[config.mk]
export PLATFORM = sky130hd
export DESIGN_NAME = ddr_cmd_arbiter
export DESIGN_NICKNAME = d
export VERILOG_FILES = /design/src/rtl/ddr_cmd_arbiter.sv
export SDC_FILE = /design/constraint.sdc
export NUM_CORES = 1
export LEC_CHECK = 0
export ABC_AREA = 1
export BUFFER_PORTS_ARGS = -buffer_cell sky130_fd_sc_hd__buf_2
export CORE_MARGIN = 3
export CORE_UTILIZATION = 45
export CTS_CLUSTER_SIZE = 12
export DETAILED_ROUTE_END_ITERATION = 6
export PLACE_DENSITY = 0.67
export SLEW_MARGIN = 5
export SYNTH_ARGS = -nofsm -noshare
export SYNTH_HDL_FRONTEND = slang
export SYNTH_SLANG_ARGS = --single-unit
[constraint.sdc]
create_clock -name clk -period 5.7 [get_ports clk]
set_input_delay 0.285 -clock clk [delete_from_list [all_inputs] [get_ports clk]]
set_output_delay 0.285 -clock clk [all_outputs]
set_load 0.05 [all_outputs]
[src/rtl/ddr_cmd_arbiter.sv]
// Round-robin arbiter sharing one DDR burst-command port between NUM_REQ
// requesters, with edge-triggered capture and a stretched per-requester done.
module ddr_cmd_arbiter #(
  parameter int unsigned NUM_REQ    = 4,
  parameter int unsigned ID_WIDTH   = 2,
  parameter int unsigned ADDR_WIDTH = 30,
  parameter int unsigned NUM_WIDTH  = 28,
  parameter int unsigned DONE_HOLD  = 4
) (
  input  logic                             clk,
  input  logic                             rst,
  input  logic [NUM_REQ-1:0]               req_valid,
  input  logic [NUM_REQ*ADDR_WIDTH-1:0]    req_addr,
  input  logic [NUM_REQ*NUM_WIDTH-1:0]     req_num,
  output logic [NUM_REQ-1:0]               req_done,
  output logic                             cmd_valid,
  input  logic                             cmd_ready,
  output logic [ADDR_WIDTH-1:0]            cmd_addr,
  output logic [NUM_WIDTH-1:0]             cmd_num,
  output logic [ID_WIDTH-1:0]              cmd_id,
  input  logic                             cmd_done,
  output logic                             busy,
  output logic                             err_overrun
);

  localparam int unsigned CNT_W = (DONE_HOLD > 1) ? $clog2(DONE_HOLD) : 1;

  typedef enum logic [3:0] {
    IDLE  = 4'b0001,
    ISSUE = 4'b0010,
    WAIT  = 4'b0100,
    DONE  = 4'b1000
  } state_t;

  state_t                  state;
  logic [NUM_REQ-1:0]      valid_q;
  logic [NUM_REQ-1:0]      pend;
  logic [NUM_REQ-1:0]      req_edge;
  logic [NUM_REQ-1:0]      pend_clr;
  logic [NUM_REQ-1:0]      cur_oh;
  logic [NUM_REQ-1:0]      gnt_oh;
  logic [ADDR_WIDTH-1:0]   held_addr [NUM_REQ];
  logic [NUM_WIDTH-1:0]    held_num  [NUM_REQ];
  logic [ADDR_WIDTH-1:0]   gnt_addr;
  logic [NUM_WIDTH-1:0]    gnt_num;
  logic [ID_WIDTH-1:0]     gnt_id;
  logic [ID_WIDTH-1:0]     last_grant;
  logic                    gnt_found;
  logic [CNT_W-1:0]        hold_cnt;

  assign req_edge = req_valid & ~valid_q;
  assign pend_clr = (state == WAIT && cmd_done) ? cur_oh : '0;

  // Capture runs in every state; a second edge on a pending channel is dropped.
  always_ff @(posedge clk) begin
    if (rst) begin
      valid_q     <= '0;
      pend        <= '0;
      err_overrun <= 1'b0;
      for (int i = 0; i < NUM_REQ; i++) begin
        held_addr[i] <= '0;
        held_num[i]  <= '0;
      end
    end else begin
      valid_q     <= req_valid;
      pend        <= (pend & ~pend_clr) | (req_edge & ~pend);
      err_overrun <= err_overrun | (|(req_edge & pend));
      for (int i = 0; i < NUM_REQ; i++) begin
        if (req_edge[i] && !pend[i]) begin
          held_addr[i] <= req_addr[i*ADDR_WIDTH +: ADDR_WIDTH];
          held_num[i]  <= req_num[i*NUM_WIDTH +: NUM_WIDTH];
        end
      end
    end
  end

  // Lowest pending index above last_grant wins; otherwise wrap to the lowest at or below it.
  always_comb begin
    gnt_found = 1'b0;
    gnt_id    = '0;
    gnt_oh    = '0;
    gnt_addr  = '0;
    gnt_num   = '0;
    for (int i = NUM_REQ - 1; i >= 0; i--) begin
      if (pend[i] && ID_WIDTH'(i) > last_grant) begin
        gnt_found = 1'b1;
        gnt_id    = ID_WIDTH'(i);
        gnt_oh    = NUM_REQ'(1) << i;
        gnt_addr  = held_addr[i];
        gnt_num   = held_num[i];
      end
    end
    if (!gnt_found) begin
      for (int i = NUM_REQ - 1; i >= 0; i--) begin
        if (pend[i] && ID_WIDTH'(i) <= last_grant) begin
          gnt_found = 1'b1;
          gnt_id    = ID_WIDTH'(i);
          gnt_oh    = NUM_REQ'(1) << i;
          gnt_addr  = held_addr[i];
          gnt_num   = held_num[i];
        end
      end
    end
  end

  always_ff @(posedge clk) begin
    if (rst) begin
      state      <= IDLE;
      cmd_valid  <= 1'b0;
      cmd_addr   <= '0;
      cmd_num    <= '0;
      cmd_id     <= '0;
      cur_oh     <= '0;
      req_done   <= '0;
      hold_cnt   <= '0;
      busy       <= 1'b0;
      last_grant <= ID_WIDTH'(NUM_REQ - 1);
    end else begin
      unique case (state)
        IDLE: begin
          if (gnt_found) begin
            cmd_valid <= 1'b1;
            cmd_addr  <= gnt_addr;
            cmd_num   <= gnt_num;
            cmd_id    <= gnt_id;
            cur_oh    <= gnt_oh;
            busy      <= 1'b1;
            state     <= ISSUE;
          end
        end
        ISSUE: begin
          if (cmd_ready) begin
            cmd_valid <= 1'b0;
            state     <= WAIT;
          end
        end
        WAIT: begin
          if (cmd_done) begin
            req_done <= cur_oh;
            hold_cnt <= CNT_W'(DONE_HOLD - 1);
            state    <= DONE;
          end
        end
        DONE: begin
          if (hold_cnt == '0) begin
            req_done   <= '0;
            last_grant <= cmd_id;
            busy       <= 1'b0;
            state      <= IDLE;
          end else begin
            hold_cnt <= hold_cnt - CNT_W'(1);
          end
        end
        default: state <= IDLE;
      endcase
    end
  end

endmodule

==> results of run 1 <==
-- kinds of logic (layout without fill, tap and decap cells) --
logic type      Yosys count  after routing
simple gates           1199           1199
buf+inv                 481            750
flops                   319            319
compound gates          166            166
fa+ha+maj                 1              1
other cells               0              1
-- where the power goes --
part	internal, mW	switching [mW]
logic	0.454	1.29
clock network	1.32	0.934
registers	2.80	0.183
total	4.58	2.40
-- state kept, by name, summed over array words and instances (netlist names) --
register,cells
busy,1
cmd_addr,30
cmd_id,2
cmd_num,28
cmd_valid,1
cur_oh,4
err_overrun,1
held_addr,120
held_num,112
hold_cnt,2
last_grant,2
pend,4
req_done,4
state,4
valid_q,4
-- worst paths after layout --
check | from | endpoint | slack, ps | cells past startpoint
worst max register to register | last_grant[1] | cmd_addr[1] | 1870 | 11
worst min register to register | hold_cnt[0] | hold_cnt[0] | 450 | 1
worst max-delay path | last_grant[1] | cmd_addr[1] | 1870 | 11
worst min-delay path | req_valid[1] | valid_q[1] | 30 | 3
-- per-stage QoR --
step                area (um2)  setup slack (ps)
floorplan                16400              3870
global placement         18200              2080
detailed placement       18200              1920
CTS                      19400              1880
global route             19400              1570
finish                   19400              1870
-- cell type report --
cell class | count | area [um2]
diodes | 1 | 2.50
clock buffers | 49 | 1000
clock inverters | 17 | 135
fillers | 3382 | 16500
inverters | 364 | 1370
multi-input cells | 1366 | 5930
flip-flops and latches | 319 | 8710
well taps | 461 | 577
repair buffers | 320 | 1640
-- cells in the final DEF, fill, tap and decap left out, drive strengths merged --
cell	instances
a21oi	115
a22oi	18
buf	318
bufinv	2
clkbuf	49
clkinv	14
dfxtp	87
diode	1
dlygate4sd3	2
edfxtp	232
ha	1
inv	365
nand2	530
nand2b	18
nand3	214
nand4	3
nor2	419
nor3	9
nor4	1
o211ai	1
o21a	2
o21ai	9
o21bai	16
o22ai	1
o31ai	4
or2	4
or3	1
-- worst register-to-register path, stage by stage, from the launching register on --
cell and delay [ps]:
dfxtp_1 490, nand2_2 140, nor2_4 620, inv_2 130
nand2_2 420, inv_2 380, nand3_2 230, nand2_4 380
buf_4 520, nand2_1 250, nand2_1 70, a21oi_1 120
-- routing by layer --
layer  track usage (%)  up-vias  share of wire, %
li1                  -     7223                 -
met1              34.4     6918                42
met2              42.7      743                47
met3              3.68       98               8.5
met4              9.79        0               3.0
met5                 0        -                 0
==> results.yml, run 1 <==
sta:
  min_period_ps: 3830
  clock.fmax_mhz: 261
  finalMaxSlewViolations: 0
  worst-slew-pin-transition_ps: 1300
  finalHoldViolCount: 0
  rsz0062_at_grt: "no"
  hold_slack_ps: 32.3
  setup_tns_ps: 0
  max_slew_margin_pct: 13.5
  final.setup_skew_ps: 21.9
  setup_viol: 0
  min_period_over_period_pct: 67.2
floorplan:
  die_width_um: 197
  start_util_pct: 45.9
  core.rowCount: 69
  ios: 307
  coreArea_mm2: 0.0358
  dieArea_mm2: 0.0389
  die-height_um: 197
detailed_routing:
  num_vias: 15000
  wirelength_mm: 51.0
  initialDrtViolationCount: 1190
  dr.pass1.iters: 6
  avgViaCountPerCell: 5.17
  ant_nets: 0
  drc: 0
  wl_per_cell_um: 17.6
pwr:
  peakVddDrop_mv: 0.202
  leakage_nw: 9.97
  p_total_mw: 6.99
  p_per_area_mw_per_mm2: 361
placement:
  placed_cells: 2828
  io_buffer_count: 306
  globalplace.congestion: 0.831
  hpwl_mm: 31.1
worst_setup_path:
  critPathSlowestCell: "nor2_4"
  path_max_fanout: 68
  crit_arrival_ps: 4280
  path_cells: "nand2_2, nor2_4, inv_2, nand2_2, inv_2, nand3_2, nand2_4, buf_4, nand2_1, nand2_1, a21oi_1"
  endpoint_kind: "register"
  required_ps: 6150
  critical-path-top-delay-family: "simple AND/OR/NAND/NOR gates"
  cpPeakStageDelay_ps: 620
  crit_type: "register to register"
  cp_num_buf_inv: 3
  start_kind: "register"
synthesis:
  synth-async-reset-ratio_pct: 0
  synth.yosys.seq_area_share_pct: 52.9
  synth-edff-count: 232
  synth_top_area_share_pct: 42.4
  synthCells: 2166
  netlist_top_cells_count: "nand2_1 (524), nor2_1 (412), inv_1 (359), edfxtp_1 (232), nand3_1 (212)"
  synth_ff_type: "edfxtp_1"
  synth_xor_area_share_pct: 0
  synth_cell_type_count: 33
  synth.avg_cell_area_um2: 7.59
  yosysMostFrequentCell: "nand2_1"
  yosysTopAreaCell: "edfxtp_1"
  syn_area_mm2: 0.0164
  synth-simple-area-share_pct: 29.8
  syn_nets: 2407
  yosys_register_bits: 319
  synth_adder_area_share_pct: 0.0761
  synth_compound_area_share_pct: 5.68
  synthMuxAreaShare_pct: 0
  synth_top_family_by_area: "simple AND/OR/NAND/NOR gates"
  yosys_warnings: 0
  synth_area_leaders: "edfxtp_1 (42%), nand2_1 (12%), dfxtp_1 (11%)"
run:
  cap_violations: 0
cts:
  cts_htree_levels: 2
  clk_latency_ps: 530
  cts_resized: 0
  post-cts-setup-buffers: 0
  cts_buffers: 36
  cts_tree: "yes"
  hold_buffers: 2
  clock-root-buffer: "clkbuf_16"
  clk_pin_slew_ps: 60
  cts.sinks: 319
  cts_max_path_buffers: 3
global_routing:
  overflow: 0
  grt_max_degree: 107
  antenna_found_initial: 0
  grt_first_pass_wirelength_mm: 78.4
  grt_pass1_vias: 14600
  grt_use_total_pct: 25.7
final_layout:
  area_growth_pct: 17.7
  nets: 2648
  drive_above_1_share_pct: 16.4
  post-route-util_pct: 54.0
  fin_cells: 2897
min_path:
  hold_class: "primary input to register"
run_status:
  outcome: "complete, no violations"
Power figures use the tool's default switching activity.
==> run 2: changes to the inputs <==
PLACE_DENSITY = 0.69   (was 0.67)
clock period = 3.1 ns   (was 5.7 ns; I/O delays follow)
==> run 2 against run 1 <==
  * Register-to-register slack worse by 1400 ps
  * Sequential power rose by 83%
  * Cell area is 14% higher
  * First-iteration DRC count rose by 4.9%
  * Combinational power up 110%
  * Critical endpoint is now cur_oh[2]
  * Largest cell class unchanged
==> results.yml, run 2 (synthesized netlist as in run 1, its figures left out) <==
detailed_routing:
  ant_nets: 0
  wl_per_cell_um: 17.9
  wirelength_mm: 56.4
  drc: 0
  avgViaCountPerCell: 5.20
  dr.pass1.iters: 6
  initialDrtViolationCount: 1248
  num_vias: 16400
floorplan:
  core.rowCount: 69
  ios: 307
  die_width_um: 197
  dieArea_mm2: 0.0389
  start_util_pct: 45.9
  coreArea_mm2: 0.0358
  die-height_um: 197
cts:
  cts_buffers: 36
  clock-root-buffer: "clkbuf_16"
  clk_pin_slew_ps: 60
  cts.sinks: 319
  cts_resized: 0
  post-cts-setup-buffers: 0
  cts_max_path_buffers: 3
  cts_tree: "yes"
  cts_htree_levels: 2
  clk_latency_ps: 520
global_routing:
  antenna_found_initial: 1
  overflow: 0
  grt_use_total_pct: 28.4
  grt_first_pass_wirelength_mm: 86.7
  grt_pass1_vias: 16400
  grt_max_degree: 60
min_path:
  hold_start: "req_num[89]"
  hold_class: "primary input to register"
worst_setup_path:
  crit_arrival_ps: 3010
  start_kind: "register"
  endpoint_kind: "register"
  path_cells: "inv_1, nor2_4, inv_2, buf_4, nand2_2, o22ai_1, o21a_1"
  crit_type: "register to register"
  path_max_fanout: 54
  crit_path_start: "pend[1]"
  critical-path-top-delay-family: "flip-flops"
  timing.rr.start: "pend[1]"
  cpPeakStageDelay_ps: 770
  cp_num_buf_inv: 3
  critPathSlowestCell: "dfxtp_1"
  required_ps: 3520
sta:
  final.setup_skew_ps: 12.3
  min_period_over_period_pct: 83.7
  setup_viol: 0
  finalHoldViolCount: 0
  finalMaxSlewViolations: 0
  worst-slew-pin-transition_ps: 884
  setup_slack_ps: 504
  min_period_ps: 2600
  clock.fmax_mhz: 385
  rsz0062_at_grt: "no"
  setup_tns_ps: 0
  max_slew_margin_pct: 40.9
run:
  cap_violations: 0
pwr:
  p_sw_mw: 4.51
  p_per_area_mw_per_mm2: 604
  peakVddDrop_mv: 0.485
  power_frac_comb_pct: 26.9
  p_int_mw: 8.82
  power.share.clock_pct: 32.0
  seqPwrFrac_pct: 41.1
  leakage_nw: 11.1
  switching_share_pct: 33.8
final_layout:
  area_growth_pct: 34.1
  drive_above_1_share_pct: 15.8
  nets: 2908
  reg_top3: "held_addr (120), held_num (112), cmd_addr (30)"
  layout_commonest_cell: "nand2_1"
  post-route-util_pct: 61.6
  top_register: "held_addr"
  n_fill_cell: 2923
  final_cell_mix: "nand2_1 (519), nor2_1 (411), inv_1 (358)"
  largest_reg_flops: 120
placement:
  hpwl_mm: 33.4
  globalplace.congestion: 0.873
  io_buffer_count: 306
  place_ws_ps: 559
run_status:
  outcome: "complete, no violations"
run 2: changes by cell type in the layout (fill, tap and decap cells not counted), sizes merged:
cell,change
clkbuf,+6
buf,+26
clkinv,-6
dlygate4sd3,+234
inv,-2
diode,+1
run 2: routing by layer:
layer  global-route usage (%)  vias up  wire length (um)
li1                         -     7735                 -
met1                     35.7     7497             21900
met2                     48.2      958             26600
met3                     4.37      207              5130
met4                     13.7        0              2770
met5                        0        -                 0
run 2: worst min-delay path: cells and delay by family:
family	cells	cell delay, ps
buffers and inverters	2	140
and+or+nand+nor	1	100
run 2: area by class of cell:
class / count / area, um2 / share of cell area, %
flip-flops and latches: 319 / 8710 / 39.5
clock buffers: 55 / 1070 / 4.87
diodes: 2 / 5.00 / 0.0227
inverters: 364 / 1370 / 6.20
multi-input cells: 1366 / 5930 / 26.9
repair buffers: 580 / 4300 / 19.5
well taps: 461 / 577 / 2.61
clock inverters: 9 / 91.3 / 0.414
run 2: per-stage QoR:
| step | std cells | hold slack (ps) | power, mW | cell area (um2) |
|---|---|---|---|---|
| global placement | 2854 | 424 | 8.78 | 18500 |
| CTS | 3154 | 0.00161 | 13.3 | 22100 |
| global route | 3155 | 18.0 | 13.9 | 22100 |
| finish | 3156 | 14.8 | 13.3 | 22100 |
| floorplan | 2166 | 290 | 7.80 | 16400 |
| detailed placement | 2854 | 432 | 8.85 | 18500 |
run 2: power groups by stage:
stage | clock network, mW | logic [mW] | registers (mW)
6_report | 4.26 | 3.58 | 5.48
5_1_grt | 4.47 | 3.89 | 5.53
4_1_cts | 4.30 | 3.54 | 5.47
3_5_place_dp | 0 | 3.30 | 5.55
3_3_place_gp | 0 | 3.24 | 5.55
2_1_floorplan | 0 | 1.52 | 6.28
run 2: timing repair:
action	4_1_cts	5_1_grt
hold buffers	236	0
hold endpoints to repair	237	0
endpoints found under the setup margin	0	0
run 2: final timing paths:
path / endpoint / slack, ps / cells past startpoint
max: cur_oh[2] / 500 / 7
min: held_num[3][5] / 10 / 3
max reg2reg: cur_oh[2] / 500 / 7
min reg2reg: hold_cnt[0] / 450 / 1
==> run 3: changes to the inputs <==
ABC_AREA = 0   (was 1)
PLACE_DENSITY = 0.7   (was 0.69)
clock period = 2.1 ns   (was 3.1 ns; I/O delays follow)
==> run 3 against run 2 <==
  * Maximum frequency is 25% higher
  * Combinational power up 58%
  * Global-route usage increased by 1.9 points
  * Sequential power rose by 50%
  * Routed wire length is 5.5% higher
  * Worst hold slack improved by 28 ps
  * Critical path type unchanged
  * Die area is 2.5% lower
  * Synthesized cell count shrank 28%
  * Setup slack worse by 470 ps
  * Total power rose by 54%
  * Largest cell class unchanged
  * Largest power group unchanged
  * Cell area shrank 1.8%
  * Flip-flop and latch count stayed put
  * Highest routed layer is now met5
==> results.yml, run 3 <==
run_status:
  outcome: "complete, no violations"
global_routing:
  grt_use_met1_pct: 40.2
  met3_usage_pct: 5.49
  grt_max_degree: 114
  overflow: 0
  grt_pass1_vias: 16000
  grt_use_total_pct: 30.3
  antenna_found_initial: 3
  grt_first_pass_wirelength_mm: 91.0
  use_met2_pct: 48.1
  grt-busiest-layer: "met2"
synthesis:
  syn_nets: 1809
  synth-edff-count: 232
  synth.yosys.seq_area_share_pct: 54.4
  synth_area_leaders: "edfxtp_1 (43%), dfxtp_1 (11%), and3_1 (9.1%)"
  yosys_register_bits: 319
  yosysMostFrequentCell: "and3_1"
  yosys_warnings: 0
  synth_cell_type_count: 56
  netlist_top_cells_count: "and3_1 (233), edfxtp_1 (232), nand2_1 (130), clkbuf_1 (124), o21ai_0 (102)"
  yosysTopAreaCell: "edfxtp_1"
  syn_area_mm2: 0.0160
  synth_top_area_share_pct: 43.5
  synth.avg_cell_area_um2: 10.2
  synthCells: 1568
  synth-async-reset-ratio_pct: 0
  synth_ff_type: "edfxtp_1"
detailed_routing:
  wirelength_mm: 59.5
  wl_per_cell_um: 23.7
  ant_nets: 0
  dr.pass1.iters: 5
  initialDrtViolationCount: 1972
  drc: 0
  avgViaCountPerCell: 6.29
  num_vias: 15800
final_layout:
  area_growth_pct: 35.3
  drive_above_1_share_pct: 23.8
  fin_cells: 2514
  nets: 2266
  seq_area_mm2: 0.00872
  multi_input_area_mm2: 0.00650
  final_cell_mix: "buf_2 (306), dlygate4sd3_1 (241), and3_1 (233)"
  final_area_mm2: 0.0217
  reg_top3: "held_addr (120), held_num (112), cmd_addr (30)"
  top_register: "held_addr"
  largest_reg_flops: 120
  n_fill_cell: 2672
  layout_commonest_cell: "buf_2"
placement:
  placed_cell_area_mm2: 0.0180
  placed_cells: 2200
  io_buffer_count: 306
  globalplace.congestion: 0.832
  hpwl_mm: 34.0
worst_setup_path:
  crit_type: "register to register"
  endpoint_kind: "register"
  required_ps: 2540
  path_max_fanout: 33
  start_kind: "register"
  crit_arrival_ps: 2510
cts:
  clock-root-buffer: "clkbuf_16"
  clk_latency_ps: 520
  clk_pin_slew_ps: 60
  cts_max_path_buffers: 3
  cts_htree_levels: 2
  cts.sinks: 319
  cts_tree: "yes"
  cts_buffers: 37
pwr:
  peakVddDrop_mv: 0.793
  p_per_area_mw_per_mm2: 945
  leakage_nw: 9.29
floorplan:
  coreArea_mm2: 0.0348
  start_util_pct: 46.0
  die-height_um: 195
  dieArea_mm2: 0.0379
  core.rowCount: 68
  die_width_um: 195
  ios: 307
sta:
  final.setup_skew_ps: 16.8
  rsz0062_at_grt: "no"
  clock.fmax_mhz: 483
  max_slew_margin_pct: 31.5
  finalHoldViolCount: 0
  worst-slew-pin-transition_ps: 1030
  finalMaxSlewViolations: 0
  min_period_over_period_pct: 98.6
  setup_tns_ps: 0
  min_period_ps: 2070
  setup_viol: 0
run:
  cap_violations: 0
min_path:
  hold_class: "primary input to register"
## run 3: worst paths after layout
check | slack (ps) | depth (start not counted) | to | from
hold / removal | 40 | 4 | req_done[2] | cmd_done
setup / recovery | 30 | 4 | cmd_num[14] | pend[2]
setup reg to reg | 30 | 4 | cmd_num[14] | pend[2]
hold reg to reg | 460 | 2 | cur_oh[0] | cur_oh[0]
## run 3: per-layer routing
| metal | wire length [um] | vias up |
|---|---|---|
| met5 | 20 | - |
| met4 | 2620 | 2 |
| met3 | 6120 | 234 |
| met2 | 27600 | 1162 |
| met1 | 23200 | 7493 |
| li1 | - | 6925 |
## run 3: area by class of cell
class	instances	area share (%)
diodes	6	0.0693
clock buffers	55	5.11
clock inverters	12	0.652
inverters	8	0.162
multi-input cells	1056	30.0
flip-flops and latches	319	40.2
well taps	455	2.63
repair buffers	603	21.1
## run 3: logic make-up after synthesis
| family | Yosys count | synth area share (%) |
|---|---|---|
| and+or+nand+nor | 627 | 22.6 |
| AOI/OAI and AO/OA | 425 | 17.3 |
| DFF | 319 | 54.4 |
| buffers and inverters | 193 | 5.44 |
| muxes | 3 | 0.195 |
| adders and majority gates | 1 | 0.0781 |
## run 3: per-stage QoR
step | worst slack, ps | total power, mW | hold WS [ps] | utilization (%)
after floorplan | 28.9 | 11.8 | 177 | -
after global placement | 232 | 13.4 | 345 | 51.7
after detailed placement | 159 | 13.5 | 352 | 51.7
after CTS | 148 | 20.4 | 20.3 | 62.2
after global routing | 2.31 | 21.2 | 67.2 | 62.3
final | 30.1 | 20.5 | 43.0 | 62.3
## run 3: critical path, stage by stage (launching register included)
cell     delay [ps]
dfxtp_4         390
and4b_2         960
a221o_1         280
nand4_1         110
a31oi_1         250
## run 3: where the power goes
| part | internal, mW | leakage [nW] | switching, mW |
|---|---|---|---|
| logic | 1.87 | 5.47 | 3.78 |
| clock network | 4.03 | 0.615 | 2.60 |
| registers | 7.64 | 3.20 | 0.571 |
| total | 13.5 | 9.29 | 6.95 |
## run 3: repair_timing
item | 4_1_cts | 5_1_grt
setup endpoints to repair | 0 | 0
gates resized for setup | 0 | 0
hold buffers | 241 | 0
setup buffers | 0 | 0
hold endpoints to repair | 239 | 0
